===== src/rtl/periph_bus_decoder.sv =====
`default_nettype none
// ============================================================================
// periph_bus_decoder : BASE/MASK region decoder, per-access FSM, response mux
// Revision 1.0
// ============================================================================
module periph_bus_decoder #(
   parameter int                   N_SLV   = 4,
   parameter int                   AW      = 32,
   parameter int                   DW      = 32,
   parameter logic [N_SLV*AW-1:0]  BASE    = {32'h1000_0000, 32'h3000_0000,
                                              32'h8000_F000, 32'h8000_2000},
   parameter logic [N_SLV*AW-1:0]  MASK    = {32'hF000_0000, 32'hF000_0000,
                                              32'hFFFF_F000, 32'hFFFF_F000},
   parameter int                   TIMEOUT = 15
) (
   input  logic                clk_i,
   input  logic                reset_i,
   input  logic                m_req_i,
   input  logic                m_we_i,
   input  logic [AW-1:0]       m_addr_i,
   output logic [DW-1:0]       m_rdata_o,
   output logic                m_ready_o,
   output logic                m_err_o,
   output logic [AW-1:0]       err_addr_o,
   output logic [N_SLV-1:0]    s_cs_n_o,
   input  logic [N_SLV*DW-1:0] s_rdata_i,
   input  logic [N_SLV-1:0]    s_ready_i
);

   localparam int IW = (N_SLV > 1) ? $clog2(N_SLV) : 1;
   localparam int CW = (TIMEOUT > 0) ? $clog2(TIMEOUT + 1) : 1;
   localparam logic [CW-1:0] CNT_LAST = (TIMEOUT > 0) ? CW'(TIMEOUT - 1) : '0;

   typedef enum logic [1:0] {
      IDLE = 2'd0,
      WAIT = 2'd1,
      RESP = 2'd2,
      ERR  = 2'd3
   } state_t;

   state_t            state_q, state_d;
   logic [IW-1:0]     idx_q, idx_d;
   logic [CW-1:0]     cnt_q, cnt_d;
   logic [DW-1:0]     rdata_q, rdata_d;
   logic [AW-1:0]     err_addr_q, err_addr_d;
   logic              ready_q, ready_d;
   logic              err_q, err_d;
   logic [N_SLV-1:0]  cs_n_q, cs_n_d;

   logic [N_SLV-1:0]  hit_vec;
   logic              hit;
   logic [IW-1:0]     hit_idx;
   logic              sel_ready;
   logic [DW-1:0]     sel_rdata;

   // Write strobe is routed to slaves outside this block.
   logic              unused_we;
   assign unused_we = m_we_i;

   for (genvar g = 0; g < N_SLV; g++) begin : g_region
      assign hit_vec[g] = ((m_addr_i & MASK[g*AW +: AW]) ==
                           (BASE[g*AW +: AW] & MASK[g*AW +: AW]));
   end

   // Scan downwards so the lowest matching region is the one left standing.
   always_comb begin
      hit     = 1'b0;
      hit_idx = '0;
      for (int i = N_SLV - 1; i >= 0; i--) begin
         if (hit_vec[i]) begin
            hit     = 1'b1;
            hit_idx = IW'(i);
         end
      end
   end

   assign sel_ready = s_ready_i[idx_q];
   assign sel_rdata = s_rdata_i[idx_q*DW +: DW];

   always_comb begin
      state_d    = state_q;
      idx_d      = idx_q;
      cnt_d      = cnt_q;
      rdata_d    = rdata_q;
      err_addr_d = err_addr_q;
      ready_d    = 1'b0;
      err_d      = 1'b0;
      cs_n_d     = '1;

      case (state_q)
         IDLE: begin
            if (m_req_i) begin
               if (hit) begin
                  state_d = WAIT;
                  idx_d   = hit_idx;
                  cnt_d   = '0;
               end else begin
                  state_d    = ERR;
                  rdata_d    = '0;
                  err_addr_d = m_addr_i;
               end
            end
         end
         WAIT: begin
            if (sel_ready) begin
               state_d = RESP;
               rdata_d = sel_rdata;
            end else if (TIMEOUT != 0) begin
               if (cnt_q == CNT_LAST) begin
                  state_d    = ERR;
                  rdata_d    = '0;
                  err_addr_d = m_addr_i;
               end else begin
                  cnt_d = cnt_q + 1'b1;
               end
            end
         end
         RESP:    state_d = IDLE;
         ERR:     state_d = IDLE;
         default: state_d = IDLE;
      endcase

      // Outputs are registered from the state being entered.
      ready_d = (state_d == RESP) || (state_d == ERR);
      err_d   = (state_d == ERR);
      if (state_d == WAIT) begin
         cs_n_d[idx_d] = 1'b0;
      end
   end

   always_ff @(posedge clk_i) begin
      if (reset_i) begin
         state_q    <= IDLE;
         idx_q      <= '0;
         cnt_q      <= '0;
         rdata_q    <= '0;
         err_addr_q <= '0;
         ready_q    <= 1'b0;
         err_q      <= 1'b0;
         cs_n_q     <= '1;
      end else begin
         state_q    <= state_d;
         idx_q      <= idx_d;
         cnt_q      <= cnt_d;
         rdata_q    <= rdata_d;
         err_addr_q <= err_addr_d;
         ready_q    <= ready_d;
         err_q      <= err_d;
         cs_n_q     <= cs_n_d;
      end
   end

   assign m_rdata_o  = rdata_q;
   assign m_ready_o  = ready_q;
   assign m_err_o    = err_q;
   assign err_addr_o = err_addr_q;
   assign s_cs_n_o   = cs_n_q;

endmodule
`default_nettype wire

===== config.mk =====
export PLATFORM = sky130hd
export DESIGN_NAME = periph_bus_decoder
export DESIGN_NICKNAME = d
export VERILOG_FILES = /design/src/rtl/periph_bus_decoder.sv
export SDC_FILE = /design/constraint.sdc
export NUM_CORES = 1
export LEC_CHECK = 0
export BUFFER_PORTS_ARGS = -buffer_cell sky130_fd_sc_hd__buf_4
export CORE_MARGIN = 4
export CORE_UTILIZATION = 44
export CTS_CLUSTER_DIAMETER = 40
export DETAILED_ROUTE_END_ITERATION = 12
export GPL_ROUTABILITY_DRIVEN = 0
export PLACE_DENSITY = 0.81
export SLEW_MARGIN = 20
export SYNTH_ARGS = -nofsm -noshare
export SYNTH_HDL_FRONTEND = slang
export SYNTH_SLANG_ARGS = --single-unit

===== constraint.sdc =====
create_clock -name clk_i -period 2.5 [get_ports clk_i]
set_clock_uncertainty 0.1 [all_clocks]
set_input_delay 0.5 -clock clk_i [delete_from_list [all_inputs] [get_ports clk_i]]
set_output_delay 0.5 -clock clk_i [all_outputs]
set_load 0.005 [all_outputs]

==> impl_metrics.ini, run 1 <==
[run_status]
status = finished, final reports clean

[global_route]
gr-total-overflow = 0
grt_pass1_vias = 3848
grt_max_degree = 65
grt.busiest_layer = met2
antenna_found_initial = 0
grt_pass1_wl_um = 19200
grt_usage_pct = 21.5
use_met2_pct = 36.8
grt_use_met3_pct = 6.90
grt_util_met1_pct = 25.1

[clock_network]
cts_max_level = 3
cts.sinks = 77
worst_skew_pair.late_latency_ns = 0.33
cts-root-buf = clkbuf_8
cts_hold_buf = 0
cts_tree = built
clockBufferDepth = 2
path_clk_slew_ns = 0.08
cts_inserted_buffers = 9
post-cts-setup-buffers = 0
post_cts_resized = 0

[timing]
rsz0062_at_grt = false
period_share_pct = 86.7
min_period_ns = 2.17
clock.fmax_mhz = 462
hold_viol_final = 0
setup_ws_ns = 0.333
setup_tns_ns = 0
whs_ns = 0.332
finalMaxSlewViolations = 0
relSlewSlack_pct = 58.5
setup_viol_count_final = 0
tightest_slew_ns = 0.616

[route]
antenna_left = 0
drt-total-wl_um = 11900
drt_iter0_drc = 166
dr.pass1.iters = 4
avgRoutedWirePerCell_um = 16.7
avgViaCountPerCell = 5.23
drc = 0
via_count = 3714

[yosys]
synth_area_um2 = 4030
synthArstFlopShare_pct = 0
synthSimpleGateAreaFrac_pct = 15.9
syn_nets = 536
synth.avg_cell_area_um2 = 11.0
synthAdderAreaFrac_pct = 0.621
synth_edf_count = 0
synth-seq-cells = 77
muxShareOfSynthArea_pct = 26.4
syn_inst = 366
netlist.area_leader.share_pct = 38.3
synth-main-ff-cell = dfxtp_1
synth-xor-area-share_pct = 0
yosys_warnings = 0
synth_top_area_cell = dfxtp_1
yosysSeqAreaShare_pct = 38.3
synth.area.top_cells = dfxtp_1 (38%), mux4_2 (18%), nand2b_1 (9.9%)
synth_compound_area_share_pct = 11.8
synthDistinctLibCells = 43
synth_top_family_by_area = multiplexers

[worst_setup_path]
path_max_fanout = 4
critPathLaunchType = flip-flop
crit_arrival_ns = 2.31
cp-end-kind = flip-flop
required_ns = 2.64
r2r_end = cnt_q[3]
r2r_slack_ns = 0.33
crit_type = reg2reg
reg2reg_depth = 4
r2r-start = idx_q[0]

[floorplan]
core_area_um2 = 8810
die_area_um2 = 10700
io_pins = 238
fp.dieW_um = 104
start_util_pct = 45.7
core.rowCount = 34
die_h_um = 104

[power]
ir_drop_mv = 0.305
leakage_nw = 2.74
power_density_nw_per_um2 = 506

[worst_hold_path]
hold_depth = 3
hold_end = err_addr_o[1]
min_path_type = in2reg
min_from = m_addr_i[1]

[placed_design]
io_buffers = 236
placed_area_um2 = 5900
dp_cells = 694
dpl.hpwl_um = 9510
pre_cts_ws_ns = 0.0526

[flow_run]
max_cap_viol_count = 0

[cells_and_area]
drive_gt1_share_pct = 50.7
stdcell_area_um2 = 6140
nets = 767
area_delta_synth_final_pct = 52.6
n_fill_cell = 672
stdcell_count = 710
diodes = 0
-- flip-flops by register name (all words and copies together) (netlist names) --
name	cells
m_rdata_o	32
m_err_o	1
s_cs_n_o	4
err_addr_o	32
idx_q	2
cnt_q	4
state_q	2
-- metrics by stage --
step | util (%) | power (W)
2_1_floorplan | - | 0.00165
3_3_place_gp | 67.0 | 0.00198
5_1_grt | 69.8 | 0.00325
4_1_cts | 69.8 | 0.00315
3_5_place_dp | 67.0 | 0.00200
6_report | 69.8 | 0.00311
-- cells by family (layout without fill, tap and decap cells) --
family	Yosys count	after routing
AO/OA/AOI/OAI	54	54
buffers and inverters	63	299
adder cells (fa/ha/maj)	2	2
flip-flops	77	77
AND/OR/NAND/NOR	105	105
multiplexers	65	65
-- report_power, final --
group / switching (W) / internal (W)
Clock: 0.000452 / 0.000689
Sequential: 0.0000403 / 0.00129
Combinational: 0.000235 / 0.000402
-- cell type report --
| type | count | area (um^2) | area share (%) |
|---|---|---|---|
| clock inverters | 6 | 110 | 1.79 |
| inverters | 36 | 135 | 2.20 |
| flip-flops and latches | 77 | 1540 | 25.1 |
| multi-input cells | 226 | 2200 | 35.9 |
| clock buffers | 10 | 138 | 2.24 |
| well taps | 108 | 135 | 2.20 |
| repair buffers | 247 | 1880 | 30.6 |
-- cells in the final DEF (no fill, tap or decap), types with 3 or more instances in the layout --
cell	synthesis	routed
a21oi_1	3	3
o2bb2ai_1	32	32
and3_1	3	3
clkbuf_8	0	10
dfxtp_1	77	76
nor4_1	3	3
bufinv_16	0	3
a211oi_1	3	3
nand2_1	3	3
mux4_2	33	33
nand2b_1	64	64
o21ai_0	3	3
mux2i_1	32	32
nor2_1	10	10
nand3_1	5	5
inv_1	36	36
buf_4	3	245
-- worst max-delay path by stage --
stage	start	end	slack [ns]	depth (start not counted)
2_1_floorplan	m_addr_i[22]	s_cs_n_o[3]	0.22	5
3_3_place_gp	m_addr_i[22]	s_cs_n_o[3]	0.05	6
3_5_place_dp	m_addr_i[22]	m_rdata_o[27]	0.05	7
4_1_cts	idx_q[0]	cnt_q[3]	0.39	4
5_1_grt	idx_q[0]	cnt_q[3]	0.27	4
6_report	idx_q[0]	cnt_q[3]	0.33	4
-- worst max-delay path: stages, from the launching register on --
cell and delay [ns]:
dfxtp_2 0.35, mux4_2 0.58, nor4_1 0.56, a41oi_1 0.20, a311oi_1 0.28
-- routing by layer --
layer / up-vias / share of wire [%]
li1: 1786 / -
met1: 1739 / 40
met2: 162 / 49
met3: 27 / 8.9
met4: 0 / 2.6
met5: - / 0
-- synthesized netlist by cell type (2+ instances only) --
library cell	n
mux2i_1	32
o21a_1	2
buf_4	3
nor4_1	3
nand3_1	5
inv_1	36
nor2_1	10
dfxtp_1	77
ha_1	2
nor3b_1	2
nor3_1	2
a211oi_1	3
mux4_2	33
a21oi_1	3
clkbuf_1	15
o2bb2ai_1	32
nand2b_1	64
o21ai_0	3
nand2_1	3
a31o_2	2
buf_2	4
and3_1	3
buf_6	4
nor4b_1	2
nand3b_1	2
or3_1	2
No activity file was read; power rests on OpenSTA's default activity.
==> run 2, diff against run 1 <==
Settings changed: ABC_AREA set to 1, CORE_ASPECT_RATIO set to 1.75, CORE_UTILIZATION 44 to 45.
==> run 2 against run 1 <==
  * Fmax grew 17%
  * Combinational power grew 36%
  * Setup slack gained 0.32 ns
  * First-iteration DRC count shrank 3.0%
  * Sequential power grew 5%
  * Total power grew 19%
  * Highest routed layer unchanged
  * Critical endpoint is now err_addr_o[8]
==> impl_metrics.ini, run 2 <==
[route]
via_count = 5150
dr.pass1.iters = 4
antenna_left = 0
avgViaCountPerCell = 5.21
drc = 0
drt_iter0_drc = 161
avgRoutedWirePerCell_um = 15.3
drt-total-wl_um = 15100

[clock_network]
cts_max_level = 3
post-cts-setup-buffers = 0
cts-root-buf = clkbuf_16
worst_skew_pair.late_latency_ns = 0.33
cts_tree = built
cts_inserted_buffers = 9
cts.sinks = 77
clockBufferDepth = 2
path_clk_slew_ns = 0.06
cts_hold_buf = 0
post_cts_resized = 0

[timing]
finalMaxSlewViolations = 0
tightest_slew_ns = 0.558
clock.fmax_mhz = 540
rsz0062_at_grt = false
setup_viol_count_final = 0
relSlewSlack_pct = 62.8
setup_tns_ns = 0
min_period_ns = 1.85
whs_ns = 0.382
period_share_pct = 74.1
hold_viol_final = 0

[worst_setup_path]
r2r-start = state_q[1]
path_max_fanout = 41
crit_slowest_cell = dfxtp_1
crit_chain = nor2_1 > nand2_1 > nand2_2 > nor2_8 > buf_12 > nand3_1 > nand2_1 > nor2_1
crit_arrival_ns = 1.97
cp-end-kind = flip-flop
critPathLaunchType = flip-flop
r2r_slack_ns = 0.65
r2r_end = err_addr_o[8]
max_stage_delay_ns = 0.51
reg2reg_depth = 8
crit_type = reg2reg
required_ns = 2.62

[worst_hold_path]
hold_end = m_rdata_o[18]
min_path_type = reg2reg
min_from = m_rdata_o[18]
hold_depth = 2

[yosys]
synth_edf_count = 0
synthTopCellsByCount = nor2_1 (125), nand2_1 (92), dfxtp_1 (77)
synth-seq-cells = 77
syn_inst = 656
synth_top_area_cell = dfxtp_1
synthDistinctLibCells = 26
syn_nets = 826
synth_most_common_cell = nor2_1
synth.avg_cell_area_um2 = 6.53
yosysSeqAreaShare_pct = 36.0
yosys_warnings = 0
netlist.area_leader.share_pct = 36.0
synth.area.top_cells = dfxtp_1 (36%), nor2_1 (11%), nand3_1 (8.8%)
synth-main-ff-cell = dfxtp_1
synth_area_um2 = 4290
synthArstFlopShare_pct = 0

[run_status]
status = finished, final reports clean

[power]
finalPower_w = 0.00370
ir_drop_mv = 0.320
leakage_nw = 3.07
power_density_nw_per_um2 = 579

[global_route]
gr-total-overflow = 0
grt_pass1_wl_um = 22600
grt_max_degree = 65
grt_pass1_vias = 4785
antenna_found_initial = 0
grt_usage_pct = 26.1

[cells_and_area]
layout_commonest_cell = buf_4
stdcell_count = 989
nets = 1035
area_delta_synth_final_pct = 49.0
stdcell_area_um2 = 6390
final_cell_mix = buf_4 (245), nor2_1 (125), nand2_1 (91)
diodes = 0
drive_gt1_share_pct = 32.5

[placed_design]
placed_area_um2 = 6050
io_buffers = 236
dpl.hpwl_um = 11700
dp_cells = 974

[floorplan]
start_util_pct = 46.5
die_area_um2 = 11200
fp.dieW_um = 81.8
die_h_um = 137
core.rowCount = 46
core_area_um2 = 9210
io_pins = 238

[flow_run]
max_cap_viol_count = 0
[run 2: report_power, final]
part | switching [W] | total [W] | internal [W]
Sequential | 0.0000623 | 0.00139 | 0.00133
Clock | 0.000486 | 0.00144 | 0.000950
Combinational | 0.000409 | 0.000866 | 0.000457
Total | 0.000958 | 0.00370 | 0.00274
[run 2: per-layer routing]
metal	up-vias	share of wire, %	wire [um]	global-route usage (%)
li1	2596	-	-	-
met1	2253	36	5410	27.9
met2	264	49	7330	44.9
met3	37	12	1800	9.03
met4	0	3.6	537	12.4
met5	-	0	0	0
[run 2: cell type report]
cell class	instances	area (um^2)
Multi-Input combinational cell	483	2300
Sequential cell	77	1540
Tap cell	120	150
Timing Repair Buffer	247	1880
Clock buffer	12	267
Inverter	47	176
Fill cell	800	2820
Clock inverter	3	67.6
[run 2: critical path, delay by kind of cell (launching register included)]
kind | cells | cell delay [ns]
DFF | 1 | 0.51
buffers and inverters | 1 | 0.24
and+or+nand+nor | 7 | 0.87
[run 2: cell families (layout without fill, tap and decap cells)]
family | after synthesis | after routing | synth area share, %
xor+xnor | 1 | 1 | 0.204
fa+ha+maj | 2 | 2 | 0.584
simple gates | 311 | 311 | 32.0
compound gates | 169 | 169 | 20.9
buf+inv | 96 | 309 | 10.3
flops | 77 | 77 | 36.0
[run 2: worst max path at each step]
stage | from | to | slack (ns) | cells after the start
finish | state_q[1] | err_addr_o[8] | 0.65 | 8
global route | state_q[1] | err_addr_o[19] | 0.48 | 8
CTS | state_q[1] | err_addr_o[8] | 0.65 | 8
detailed placement | s_ready_i[0] | err_addr_o[8] | 0.43 | 11
global placement | s_ready_i[0] | err_addr_o[12] | 0.45 | 11
floorplan | s_ready_i[0] | err_addr_o[24] | 0.82 | 10
[run 2: per-stage QoR]
step           setup slack (ns)  utilization [%]
2_1_floorplan             0.815                -
3_3_place_gp              0.454             65.7
3_5_place_dp              0.430             65.7
4_1_cts                   0.648             69.4
5_1_grt                   0.481             69.4
6_report                  0.648             69.4
==> run 3, diff against run 2 <==
Settings changed: CORE_UTILIZATION 45 to 41, PLACE_DENSITY 0.81 to 0.78.
Clock period 2.5 ns to 1.6 ns, I/O delays scaled along.
==> run 3 against run 2 <==
  * The flow now finishes with violations (setup timing)
  * Combinational power grew 92%
  * Die area rose by 9.0%
  * Sequential share of layout area is 2.0 points lower
  * Flip-flop and latch count did not move
  * Fmax grew 8.2%
  * Global-route usage down 2.9 points
  * Cell count increased by 4.4%
  * Routed wire length increased by 3.9%
  * Setup slack lost 0.76 ns
  * Largest cell class is now non-clock buffers
  * Register-to-register slack worse by 0.76 ns
  * Critical path depth up 3
==> impl_metrics.ini, run 3 (synthesis gave the netlist of run 2 again) <==
[global_route]
antenna_found_initial = 0
grt_pass1_vias = 4888
gr-total-overflow = 0
grt_max_degree = 65
grt_usage_pct = 23.2
grt_pass1_wl_um = 22900

[timing]
setup_ws_ns = -0.111
finalMaxSlewViolations = 0
rsz0062_at_grt = true
period_share_pct = 107
clock.fmax_mhz = 584
tightest_slew_ns = 0.414
relSlewSlack_pct = 72.1
setup_tns_ns = -4.14
hold_viol_final = 0
min_period_ns = 1.71
setup_viol_count_final = 67

[worst_setup_path]
path_max_fanout = 7
crit_type = reg2reg
crit_arrival_ns = 1.84
required_ns = 1.72
cp-end-kind = flip-flop
critPathLaunchType = flip-flop

[cells_and_area]
utilization_pct = 68.2
diodes = 0
drive_gt1_share_pct = 36.4
stdcell_count = 1033
stdcell_area_um2 = 6980
area_delta_synth_final_pct = 62.9
nets = 1071
layout_commonest_cell = buf_4
final_cell_mix = buf_4 (263), nor2_1 (123), nand2_1 (87)

[placed_design]
io_buffers = 236
dp_cells = 1003
dpl.hpwl_um = 11300
placed_area_um2 = 6290

[floorplan]
die_area_um2 = 12200
core.rowCount = 49
die_h_um = 143
fp.dieW_um = 85.3
core_area_um2 = 10200
start_util_pct = 41.9
io_pins = 238

[clock_network]
cts_inserted_buffers = 9
cts.sinks = 77
clockBufferDepth = 2
cts_max_level = 3
cts_tree = built
path_clk_slew_ns = 0.06
cts-root-buf = clkbuf_16
worst_skew_pair.late_latency_ns = 0.33

[route]
drt-total-wl_um = 15700
dr.pass1.iters = 4
drc = 0
drt_iter0_drc = 201
avgRoutedWirePerCell_um = 15.2
antenna_left = 0
avgViaCountPerCell = 5.09
via_count = 5257

[power]
net-switching-power_w = 0.00160
finalPower_w = 0.00627
intPower_w = 0.00466
ir_drop_mv = 0.635
combPwrFrac_pct = 26.4
clock_power_share_pct = 38.9
power_density_nw_per_um2 = 898
p_sw_share_pct = 25.6
p_seq_share_pct = 34.7
leakage_nw = 3.37

[run_status]
violations = setup timing
status = finished, violations left

[worst_hold_path]
min_path_type = in2reg

[flow_run]
max_cap_viol_count = 0
-- run 3: worst max-delay path, stage by stage, from the launching register on --
cell and delay [ns]:
dfxtp_4 0.37, or2_1 0.24, nand3_2 0.08, nand2_2 0.07
nand2_4 0.09, nor2_8 0.05, nor2_8 0.13, buf_12 0.14
clkbuf_16 0.15, nand3_2 0.07, nand2_1 0.08, nor2_1 0.04
-- run 3: per-stage QoR --
step           worst slack (ns)  hold slack (ns)
5_1_grt                  -0.183            0.215
3_5_place_dp             -0.175            0.369
6_report                 -0.111            0.206
2_1_floorplan            0.0210            0.366
3_3_place_gp             -0.146            0.362
4_1_cts                 -0.0493            0.198
-- run 3: area by class of cell --
class,count,area (um^2)
inverter,47,176
clock inverter,3,90.1
multi-input combinational,483,2360
clock buffer,13,270
tap,127,159
fill,907,3260
timing repair buffer,283,2380
sequential,77,1550
-- run 3: worst paths after layout --
kind / from / slack (ns) / endpoint / cells after the start
max: idx_q[0] / -0.11 / err_addr_o[24] / 11
min: m_addr_i[2] / 0.21 / err_addr_o[2] / 5
max reg2reg: idx_q[0] / -0.11 / err_addr_o[24] / 11
min reg2reg: err_addr_o[15] / 0.37 / err_addr_o[15] / 2
-- run 3: repair_timing --
item                       CTS  global route
pin swaps                    5            18
buffers inserted             1             5
hold buffers                 0             0
gates cloned                 0             8
resized for setup            6            19
setup endpoints to repair   68            73
-- run 3: power by group through the flow --
stage | clock, W | sequential, W | combinational, W
final | 0.00244 | 0.00218 | 0.00166
after global routing | 0.00255 | 0.00220 | 0.00181
after CTS | 0.00247 | 0.00217 | 0.00146
after detailed placement | 0 | 0.00221 | 0.00145
after global placement | 0 | 0.00221 | 0.00143
after floorplan | 0 | 0.00222 | 0.000688
-- run 3: metal layers --
layer	share of wire (%)	vias up	GRT usage [%]	wire length [um]
met5	0	-	0	0
met1	36	2382	25.5	5620
met2	55	185	43.1	8590
met4	2.9	0	9.01	449
li1	-	2664	-	-
met3	6.4	26	4.56	1010
